--- src/rtl/load_tag_buf_pkg.sv ---
// Shared types for the load tag buffer: per-entry lifecycle state.
// Latency: n/a (types only).
// Backpressure: n/a (types only).
package load_tag_buf_pkg;

  // FREE: unused; PEND: waiting for its dcache response;
  // KILLED: flushed while in flight, response will be swallowed.
  typedef enum logic [1:0] {
    LTB_FREE   = 2'd0,
    LTB_PEND   = 2'd1,
    LTB_KILLED = 2'd2
  } ltb_state_e;

endpackage

--- src/rtl/ltb_age_fifo.sv ---
// Age-ordered FIFO of issued tags; head is the oldest load still tracked.
// Latency: push visible at head one cycle later; head_dat is a registered read.
// Backpressure: none internally; the caller never pushes when full or pops when empty.
module ltb_age_fifo #(
  parameter int unsigned Depth = 2,
  parameter int unsigned Width = 1
) (
  input  logic             core_clk,
  input  logic             arst_n,
  input  logic             push_vld,
  input  logic [Width-1:0] push_dat,
  input  logic             pop_vld,
  output logic             head_vld,
  output logic [Width-1:0] head_dat
);

  localparam int unsigned PtrW  = (Depth > 1) ? $clog2(Depth) : 1;
  localparam int unsigned Slots = 2 ** PtrW;
  localparam int unsigned CntW  = $clog2(Depth + 1);

  logic [Width-1:0] mem_q [Slots];
  logic [PtrW-1:0]  rd_ptr_q;
  logic [PtrW-1:0]  wr_ptr_q;
  logic [CntW-1:0]  cnt_q;

  // Pointers wrap at Depth, which need not be a power of two.
  function automatic logic [PtrW-1:0] ptr_inc(input logic [PtrW-1:0] p);
    return (32'(p) == Depth - 1) ? '0 : p + PtrW'(1);
  endfunction

  assign head_vld = (cnt_q != '0);
  assign head_dat = mem_q[rd_ptr_q];

  // Ring buffer storage, pointers and occupancy; push and pop may coincide.
  always_ff @(posedge core_clk or negedge arst_n) begin
    if (!arst_n) begin
      for (int i = 0; i < int'(Slots); i++) mem_q[i] <= '0;
      rd_ptr_q <= '0;
      wr_ptr_q <= '0;
      cnt_q    <= '0;
    end else begin
      if (push_vld) begin
        mem_q[wr_ptr_q] <= push_dat;
        wr_ptr_q        <= ptr_inc(wr_ptr_q);
      end
      if (pop_vld) rd_ptr_q <= ptr_inc(rd_ptr_q);
      cnt_q <= cnt_q + CntW'(push_vld) - CntW'(pop_vld);
    end
  end

endmodule

--- src/rtl/load_tag_buffer.sv ---
// Tracks outstanding dcache loads: grants tags, stores metadata, matches responses, kills on flush.
// Latency: tag grant and response forwarding are combinational; entry state updates on the next edge.
// Backpressure: alloc_ready_o low when full or flushing; InOrder=1 holds non-head responses via rsp_ready_o.
module load_tag_buffer
  import load_tag_buf_pkg::*;
#(
  parameter int unsigned  NrEntries = 2,
  parameter int unsigned  MetaWidth = 16,
  parameter int unsigned  InOrder   = 0,
  localparam int unsigned TagWidth  = (NrEntries > 1) ? $clog2(NrEntries) : 1
) (
  input  logic                 clk_i,
  input  logic                 rst_ni,
  input  logic                 flush_i,
  input  logic                 alloc_valid_i,
  input  logic [MetaWidth-1:0] alloc_meta_i,
  output logic                 alloc_ready_o,
  output logic [TagWidth-1:0]  alloc_tag_o,
  input  logic                 rsp_valid_i,
  input  logic [TagWidth-1:0]  rsp_tag_i,
  output logic                 rsp_ready_o,
  output logic                 out_valid_o,
  output logic [MetaWidth-1:0] out_meta_o,
  output logic [TagWidth:0]    count_o,
  output logic                 idle_o,
  output logic                 err_o
);

  // Arrays cover every encodable tag; slots at or above NrEntries stay FREE
  // forever, so an out-of-range tag naturally reads as a FREE-entry error.
  localparam int unsigned Depth = 2 ** TagWidth;
  localparam int unsigned CntW  = TagWidth + 1;

  ltb_state_e           state_q [Depth];
  logic [MetaWidth-1:0] meta_q  [Depth];
  logic [CntW-1:0]      count_q;
  logic                 err_q;

  logic                 free_found;
  logic [TagWidth-1:0]  free_idx;
  ltb_state_e           rsp_state;
  logic                 rsp_bad;
  logic                 alloc_fire;
  logic                 rsp_free;

  // Lowest-index FREE entry, taken from registered state only.
  always_comb begin
    free_found = 1'b0;
    free_idx   = '0;
    for (int i = int'(NrEntries) - 1; i >= 0; i--) begin
      if (state_q[i] == LTB_FREE) begin
        free_found = 1'b1;
        free_idx   = TagWidth'(i);
      end
    end
  end

  assign rsp_state     = state_q[rsp_tag_i];
  assign rsp_bad       = (rsp_state == LTB_FREE);
  assign alloc_ready_o = free_found & ~flush_i;
  assign alloc_tag_o   = free_idx;
  assign alloc_fire    = alloc_valid_i & alloc_ready_o;
  // A bad beat is accepted so it cannot wedge the cache port, but frees nothing.
  assign rsp_free      = rsp_valid_i & rsp_ready_o & ~rsp_bad;
  assign out_valid_o   = rsp_free & (rsp_state == LTB_PEND) & ~flush_i;
  assign out_meta_o    = meta_q[rsp_tag_i];
  assign count_o       = count_q;
  assign idle_o        = (count_q == '0);
  assign err_o         = err_q;

  generate
    if (InOrder != 0) begin : g_in_order
      logic                head_vld;
      logic [TagWidth-1:0] head_dat;

      ltb_age_fifo #(
        .Depth (NrEntries),
        .Width (TagWidth)
      ) u_age_fifo (
        .core_clk (clk_i),
        .arst_n   (rst_ni),
        .push_vld (alloc_fire),
        .push_dat (free_idx),
        .pop_vld  (rsp_free),
        .head_vld (head_vld),
        .head_dat (head_dat)
      );

      // Only the oldest tracked tag (live or killed) may complete.
      assign rsp_ready_o = ~rsp_valid_i | rsp_bad | (head_vld & (rsp_tag_i == head_dat));
    end else begin : g_any_order
      assign rsp_ready_o = 1'b1;
    end
  endgenerate

  // Entry lifecycle: alloc -> PEND, response -> FREE, flush kills the remaining PEND.
  always_ff @(posedge clk_i or negedge rst_ni) begin
    if (!rst_ni) begin
      for (int i = 0; i < int'(Depth); i++) begin
        state_q[i] <= LTB_FREE;
        meta_q[i]  <= '0;
      end
    end else begin
      for (int i = 0; i < int'(NrEntries); i++) begin
        if (alloc_fire && free_idx == TagWidth'(i)) begin
          state_q[i] <= LTB_PEND;
          meta_q[i]  <= alloc_meta_i;
        end else if (rsp_free && rsp_tag_i == TagWidth'(i)) begin
          state_q[i] <= LTB_FREE;
        end else if (flush_i && state_q[i] == LTB_PEND) begin
          state_q[i] <= LTB_KILLED;
        end
      end
    end
  end

  // Occupancy counter and sticky error for responses that hit no tracked entry.
  always_ff @(posedge clk_i or negedge rst_ni) begin
    if (!rst_ni) begin
      count_q <= '0;
      err_q   <= 1'b0;
    end else begin
      count_q <= count_q + CntW'(alloc_fire) - CntW'(rsp_free);
      if (rsp_valid_i && rsp_bad) err_q <= 1'b1;
    end
  end

endmodule
--- config.mk ---
export PLATFORM = sky130hd
export DESIGN_NAME = load_tag_buffer
export DESIGN_NICKNAME = d
export VERILOG_FILES = /design/src/rtl/load_tag_buf_pkg.sv /design/src/rtl/ltb_age_fifo.sv /design/src/rtl/load_tag_buffer.sv
export SDC_FILE = /design/constraint.sdc
export NUM_CORES = 1
export LEC_CHECK = 0
export CORE_UTILIZATION = 62
export CTS_CLUSTER_DIAMETER = 100
export DETAILED_ROUTE_END_ITERATION = 12
export DONT_BUFFER_PORTS = 1
export PLACE_DENSITY = 0.77
export SYNTH_ARGS = -nofsm -noshare
export SYNTH_HDL_FRONTEND = slang
export SYNTH_SLANG_ARGS = --single-unit
--- constraint.sdc ---
create_clock -name clk_i -period 2.2 [get_ports clk_i]
set_clock_uncertainty 0.2 [all_clocks]
set_input_delay 0.11 -clock clk_i [delete_from_list [all_inputs] [get_ports clk_i]]
set_output_delay 0.11 -clock clk_i [all_outputs]
set_load 0.02 [all_outputs]
# After elaboration in Yosys (flattened, before gate mapping)
# Cells that the tools add are included.
[totals]
inputBits = 22
latchBits = 0
ramBits = 0
romBits = 0
word_cells = 50
mem_count = 0
register_bits = 39
[op_classes]
div_mod_pow = 0
multipliers = 0
reduce_logical = 13
addsub = 2
bitwise_logic = 10
order_cmp = 1
n_eq_ne = 3
n_shift = 0
n_mux = 15
[op_table]
columns = ["op", "count"]
rows = [
  ["$mux 16", 3],
  ["$mux 2", 9],
  ["$logic_not 2->1", 4],
  ["$logic_and 1x1->1", 7],
  ["$eq 2x1->1 const B", 3],
  ["$reduce_bool 3->1", 2],
  ["$and 1x1->1", 5],
  ["$not 1->1", 4],
  ["$mux 1", 3],
  ["$add 2x1->2", 1],
  ["$ge 2x2->1 const B", 1],
  ["$not 1->2", 1],
  ["$sub 2x1->2", 1],
]

# Longest topological paths before layout
# Gate-level depths: netlist of the first run.
[depth]
word_depth = 10
ltp_mapped = 9
mapped_depth_nobuf = 8

# Least setup slack after synthesis of the first run
# Ideal clock, no wire load.
[synth_timing]
kind = "register to register"
start = "register state_q[1] in the netlist's numbering"
end = "register count_q[1], in the netlist count_o[1]"
path_stages_with_launch = 9
synth_period_minus_slack_ns = 1.953
t_arrival_ns = 1.630
setup_slack_ns = 0.247
path_buffers = 0
path_cell_list = "dfrtp_1 nor2_4 o21a_1 nand2_1 ha_1 inv_1 ha_1 xnor2_1 xnor2_1"
[synth_via]
elab_chain_len = 7
word_cells_on_any_way = 13
[synth_rtl]
columns = ["item", "line", "text"]
rows = [
  ["start: declaration", "load_tag_buffer.sv:34", "ltb_state_e state_q [Depth];"],
  ["start signal: indexed assignment", "load_tag_buffer.sv:100", "state_q[i] <= LTB_FREE;"],
  ["start signal: indexed assignment", "load_tag_buffer.sv:106", "state_q[i] <= LTB_PEND;"],
  ["start signal: indexed assignment", "load_tag_buffer.sv:109", "state_q[i] <= LTB_FREE;"],
  ["$logic_not 2->1", "load_tag_buffer.sv:51", "if (state_q[i] == LTB_FREE) begin"],
  ["$mux 1 (2 in series)", "load_tag_buffer.sv:51", ""],
  ["$and 1x1->1", "load_tag_buffer.sv:60", "assign alloc_ready_o = free_found & ~flush_i;"],
  ["net alloc_ready_o", "load_tag_buffer.sv:17", "output logic alloc_ready_o,"],
  ["$and 1x1->1", "load_tag_buffer.sv:62", "assign alloc_fire = alloc_valid_i & alloc_ready_o;"],
  ["$add 2x1->2", "load_tag_buffer.sv:123", "count_q <= count_q + CntW'(alloc_fire) - CntW'(rsp_free);"],
  ["$sub 2x1->2", "load_tag_buffer.sv:123", ""],
  ["end signal: assignment", "load_tag_buffer.sv:123", ""],
  ["end: declaration", "load_tag_buffer.sv:36", "logic [CntW-1:0] count_q;"],
]
# The timed path passes the listed nets, and every way through them passes these cells. The select of a mux whose other input is x is not followed.
# A chain may end at the register's enable or synchronous reset.

# Final worst setup path of the first run
[layout_timing]
start = "register state_q[3] in the netlist's numbering"
end = "register count_q[1], in the netlist count_o[1]"
[layout_via]
elab_chain_len = 7
word_cells_on_any_way = 12
[layout_rtl]
columns = ["item", "line"]
rows = [
  ["branches (longest 6 deep; another with $add 2x1->2)", "n/a"],
  ["$sub 2x1->2 (*)", "load_tag_buffer.sv:123"],
]
# Every way passes the cells marked *. The select of a mux whose other input is x is not followed.

==> results of run 1 <==
[kinds of logic after synthesis]
logic type	count (synthesis)
XOR/XNOR	2
AND/OR/NAND/NOR	11
multiplexers	50
other	1
buffers and inverters	11
adder cells (fa/ha/maj)	2
AO/OA/AOI/OAI	10
flip-flops	39
[power breakdown]
group	leakage, nW	switching, mW	total, mW	internal, mW
Combinational	0.453	0.484	0.984	0.500
Sequential	0.463	0.217	1.25	1.03
Clock	0.0341	0.213	0.361	0.148
Total	0.950	0.913	2.59	1.68
[final timing paths]
check | endpoint | slack, ps
min reg2reg | meta_q[3]$_DFFE_PN0P_ | 310
max in group asynchronous | meta_q[23]$_DFFE_PN0P_ | 1570
min | state_q[3]$_DFFE_PN0P_ | 50
max reg2reg | count_o[1]$_DFF_PN0_ | 250
max | count_o[1]$_DFF_PN0_ | 250
min in group clk_i | out_valid_o | 110
[flip-flops by register name (all words and copies together), names as in the netlist]
signal	count
meta_q	32
state_q	4
count_o	2
err_o	1
[what timing repair did]
item                      CTS  global route
buffers inserted            0             0
hold buffers               24             0
hold endpoints to repair   78             0
[cell usage in the layout, fill, tap and decap left out, drive strengths merged, types with 3 or more instances in the layout]
cell and instances:
a21oi 4, buf 4, clkbuf 6, dfrtp 39, dlygate4sd3 23, inv 4
mux2 48, nand2 3, nor2 3, nor3 3
[area by class of cell]
| class | count | area (um2) | share of cell area (%) |
|---|---|---|---|
| Sequential cell | 39 | 976 | 45.5 |
| Multi-Input combinational cell | 76 | 788 | 36.7 |
| Timing Repair Buffer | 27 | 273 | 12.7 |
| Clock buffer | 6 | 51.3 | 2.39 |
| Tap cell | 31 | 38.8 | 1.81 |
| Inverter | 4 | 15.0 | 0.699 |
| Clock inverter | 1 | 5.00 | 0.233 |
[routing by layer]
layer | vias up | global-route usage (%) | wire length, um
li1 | 496 | - | -
met1 | 561 | 28.6 | 1310
met2 | 48 | 40.1 | 1830
met3 | 11 | 5.53 | 159
met4 | 0 | 10.8 | 68
met5 | - | 0 | 0
[stage by stage]
step	std cells	hold slack [ps]
finish	184	49.7
global route	184	38.9
CTS	184	25.3
detailed placement	153	-385
global placement	153	-385
floorplan	126	-386
==> results.ini, run 1 <==
[worst_setup_path]
slowest_delay_ps = 480
cp.arrival_ps = 2010
critPathLaunch = state_q[3]$_DFFE_PN0P_
critical_path_required_ps = 2260
cp-end-kind = register
cp-start-kind = register
criticalPathCategory = register to register
cp_max_fo = 6
worstPathBufferInverterCount = 1
r2r.worst_path.cells = 8
cpMaxStageDelayCell = dfrtp_1
critPathTopFamily = flip-flops
path_depth = 8
reg2reg_from = state_q[3]$_DFFE_PN0P_
path_cells = nor2_2, o21a_1, nand2_1, ha_1, inv_1, ha_1, xnor2_1, xnor2_1

[synthesis]
synth_mux_area_share_pct = 32.4
async_flop_share_pct = 100
synthAdderAreaFrac_pct = 1.36
synth_cell_types = 26
netlist_area_um2 = 1840
ys.flop_type = dfrtp_1
syn_inst = 126
synth_fp_nets = 150
synth-xor-area-share_pct = 0.954
ys_ff_latch = 39
synth-compound-area-share_pct = 4.77
synth_top_family_by_area = multiplexers
synth.avg_cell_area_um2 = 14.6
synth-edff-count = 0
synth.area.top_cells = dfrtp_1, mux2_2, mux2_4
synth_simple_gate_area_share_pct = 3.27
synth_top_area_cell = dfrtp_1
yosysSeqAreaShare_pct = 53.2
synth_common_cells = dfrtp_1, mux2_2, mux2_4
ys_warn_count = 0
post-synth-top-area-fraction_pct = 53.2

[place]
place_ws_ps = 292
io_buffers = 0
place_area_um2 = 1840
dp_hpwl_um = 2180
gp_congestion = 0.893

[sta]
worstMarginPinSlew_ps = 672
fmax_mhz = 513
fin_crit_ps = 1950
final_max_slew_viol_count = 0
setup_slack_ps = 252
setup_viol = 0
rsz0062_at_grt = false
hold_viol_final = 0
finalSetupTns_ps = 0
period_share_pct = 88.5
slew_headroom_pct = 54.8

[cells_and_area]
nets = 177
layout-drive-gt1-share_pct = 41.2
fin_util_pct = 77.2
n_antenna_cell = 0
fillers = 174
area_delta_synth_final_pct = 17.0
design_area_um2 = 2150

[power_and_ir_drop]
ir_worst_vdd_uv = 1040
p_leak_nw = 0.950
powerDensity_nw_per_um2 = 1210
total_power_mw = 2.59

[clocking]
clock_latency_ps = 330
clock_path_buffers = 2
cts_root_buf = clkbuf_4
cts_tree = done
numClockSinks = 39
cts_buffers = 5
clk_pin_slew_ps = 110
cts.htree.levels = 2
cts_resized = 0

[grt]
track_usage_pct = 23.6
grt_pass1_wl_um = 5580
overflow = 0
grt_start_max_net_pins = 40
antenna_found_initial = 0
grt_pass1_vias = 1220

[routing]
drt_iter0_markers = 76
viasPerCell = 6.07
drc = 0
firstDrtPassIters = 4
vias = 1116
ant_nets = 0
routed_wl_um = 3370
post_drt_wl_per_cell_um = 18.3

[floorplan]
core_area_um2 = 2780
die-area_um2 = 3180
start_util_pct = 66.0
dieWidth_um = 56.4
die_y_um = 56.4
io_pins = 46
rows = 19

[outcome]
outcome = complete, no violations

[job]
drv_cap = 0

[min_path]
hp-class = input pin to async pin

Note: power is estimated with default switching activity, not from simulation.
==> inputs of run 2 (changes only) <==
==> constraint.sdc (replaced) <==
create_clock -name clk_i -period 2 [get_ports clk_i]
set_clock_uncertainty 0.2 [all_clocks]
set_input_delay 0.1 -clock clk_i [delete_from_list [all_inputs] [get_ports clk_i]]
set_output_delay 0.1 -clock clk_i [all_outputs]
set_load 0.02 [all_outputs]
==> run 2 against run 1 <==
Compared with the run above:
- via count is 2.1% higher
- cell count increased by 5.4%
- critical path depth unchanged
- fmax increased by 0.51%
- hold slack improved by 30 ps
- clock power up 52%
- clock-buffer cell count unchanged
- sequential share of layout area shrank 2.2 points
- register-to-register slack got worse by 190 ps
- flip-flop and latch count unchanged
- first-iteration DRC count down 6.6%
- highest routed layer unchanged
==> results.ini, run 2 (synthesized netlist as in run 1, its figures left out) <==
[grt]
antenna_found_initial = 0  ; unchanged
grt_pass1_wl_um = 5640  ; +1.1%
grt_pass1_vias = 1173  ; -3.9%
track_usage_pct = 24.0  ; +0.34 points
grt_start_max_net_pins = 40  ; unchanged
overflow = 0  ; unchanged

[place]
io_buffers = 0  ; unchanged
gp_congestion = 0.938  ; +5.1%
dp_hpwl_um = 2090  ; -4.2%
dpl.cell_count = 156  ; +2.0%
place_ws_ps = 73.1  ; -219 ps

[cells_and_area]
area_delta_synth_final_pct = 23.7
layout-drive-gt1-share_pct = 47.9  ; +6.7 points
largest_register_ffs = 32  ; unchanged
top_register = meta_q
n_antenna_cell = 0  ; unchanged
mostFrequentLayoutCell = mux2_2
final_cell_mix = mux2_2, dfrtp_1, dlygate4sd3_1, buf_4, mux2_4
nets = 186  ; +5.1%
final_cell_count_no_fill = 194  ; +5.4%

[min_path]
hold_path_depth = 3
hp-class = input pin to register

[routing]
viasPerCell = 5.87  ; -3.2%
vias = 1139  ; +2.1%
ant_nets = 0  ; unchanged
drt_iter0_markers = 71  ; -6.6%
routed_wl_um = 3380  ; +0.33%
drc = 0  ; unchanged
post_drt_wl_per_cell_um = 17.4  ; -4.8%
firstDrtPassIters = 4  ; unchanged

[worst_setup_path]
cp.arrival_ps = 1980  ; -30 ps
criticalPathCategory = register to register
cp-start-kind = register
r2r.worst_path.cells = 8  ; unchanged
critical_path_required_ps = 2040  ; -220 ps
cp-end-kind = register
cp_max_fo = 4  ; -2

[clocking]
clock_latency_ps = 350  ; +20 ps
clk_pin_slew_ps = 120  ; about the same
clock_path_buffers = 2  ; unchanged
cts_tree = done
cts.htree.levels = 2  ; unchanged
cts_buffers = 5  ; unchanged
cts_root_buf = clkbuf_4
numClockSinks = 39  ; unchanged

[sta]
setup_viol = 0  ; unchanged
worstMarginPinSlew_ps = 631  ; -41.1 ps
setup_slack_ps = 62.0  ; -190 ps
fin_crit_ps = 1940  ; -9.90 ps
hold_viol_final = 0  ; unchanged
fmax_mhz = 516  ; +0.51%
final_max_slew_viol_count = 0  ; unchanged
period_share_pct = 96.9  ; +8.4 points
slew_headroom_pct = 57.6  ; +2.8 points

[floorplan]
die-area_um2 = 3180  ; unchanged
die_y_um = 56.4  ; unchanged
io_pins = 46  ; unchanged
dieWidth_um = 56.4  ; unchanged
core_area_um2 = 2780  ; unchanged
rows = 19  ; unchanged
start_util_pct = 66.0  ; unchanged

[power_and_ir_drop]
ir_worst_vdd_uv = 1150  ; +11%
powerDensity_nw_per_um2 = 1350  ; +12%
p_leak_nw = 1.01  ; +6.3%
total_power_mw = 3.07  ; +19%

[outcome]
outcome = complete, no violations

[job]
drv_cap = 0  ; unchanged

-- run 2: cell count changes in the layout (fill, tap and decap cells not counted), sizes merged --
cell	previous run	this run
dlygate4sd3	23	24
bufinv	0	1
buf	4	12
-- run 2: where the power goes --
group / switching (mW) / total (mW) / internal (mW)
clock network: 0.252 / 0.547 / 0.295
registers: 0.237 / 1.37 / 1.14
logic: 0.550 / 1.15 / 0.604
-- run 2: critical path, cell delays in order (launching register included) --
cell and delay [ps]:
dfrtp_2 470, nor2_4 150, o21a_1 170, nand2_1 60, ha_1 270, inv_1 40, ha_1 200, xnor2_2 140
xnor2_1 130
-- run 2: what timing repair did --
action,4_1_cts,5_1_grt
setup buffers,0,5
hold buffers,25,0
gates resized for setup,0,7
endpoints found under the setup margin,0,1
hold endpoints to repair,78,0
-- run 2: final timing paths --
| kind | slack, ps | from | end |
|---|---|---|---|
| min in group asynchronous | 520 | rst_ni | err_o$_DFFE_PN0P_ |
| max in group asynchronous | 870 | rst_ni | meta_q[20]$_DFFE_PN0P_ |
| worst max-delay path | 60 | state_q[3]$_DFFE_PN0P_ | count_o[1]$_DFF_PN0_ |
| worst max register to register | 60 | state_q[3]$_DFFE_PN0P_ | count_o[1]$_DFF_PN0_ |
| worst min-delay path | 80 | alloc_valid_i | state_q[2]$_DFFE_PN0P_ |
| worst min register to register | 310 | meta_q[10]$_DFFE_PN0P_ | meta_q[10]$_DFFE_PN0P_ |
-- run 2: through the flow --
step           hold slack, ps  util [%]  area [um2]  setup TNS, ps
3_3_place_gp             -395      67.0        1860              0
4_1_cts                  63.4      79.4        2210              0
2_1_floorplan            -396         -        1840              0
6_report                 79.5      81.6        2270              0
3_5_place_dp             -395      67.0        1860              0
5_1_grt                   103      81.6        2270          -55.3
-- run 2: per-layer routing --
layer / vias up / track usage, % / wire length [um]
li1: 523 / - / -
met3: 10 / 5.53 / 126
met2: 37 / 37.2 / 1730
met1: 569 / 31.7 / 1440
met5: - / 0 / 0
met4: 0 / 12.2 / 84
-- run 2: cell type report --
cell class / count / area [um2]
Sequential cell: 39 / 981
Multi-Input combinational cell: 76 / 806
Fill cell: 161 / 512
Timing Repair Buffer: 36 / 343
Clock buffer: 6 / 51.3
Tap cell: 31 / 38.8
Clock inverter: 2 / 35.0
Inverter: 4 / 15.0
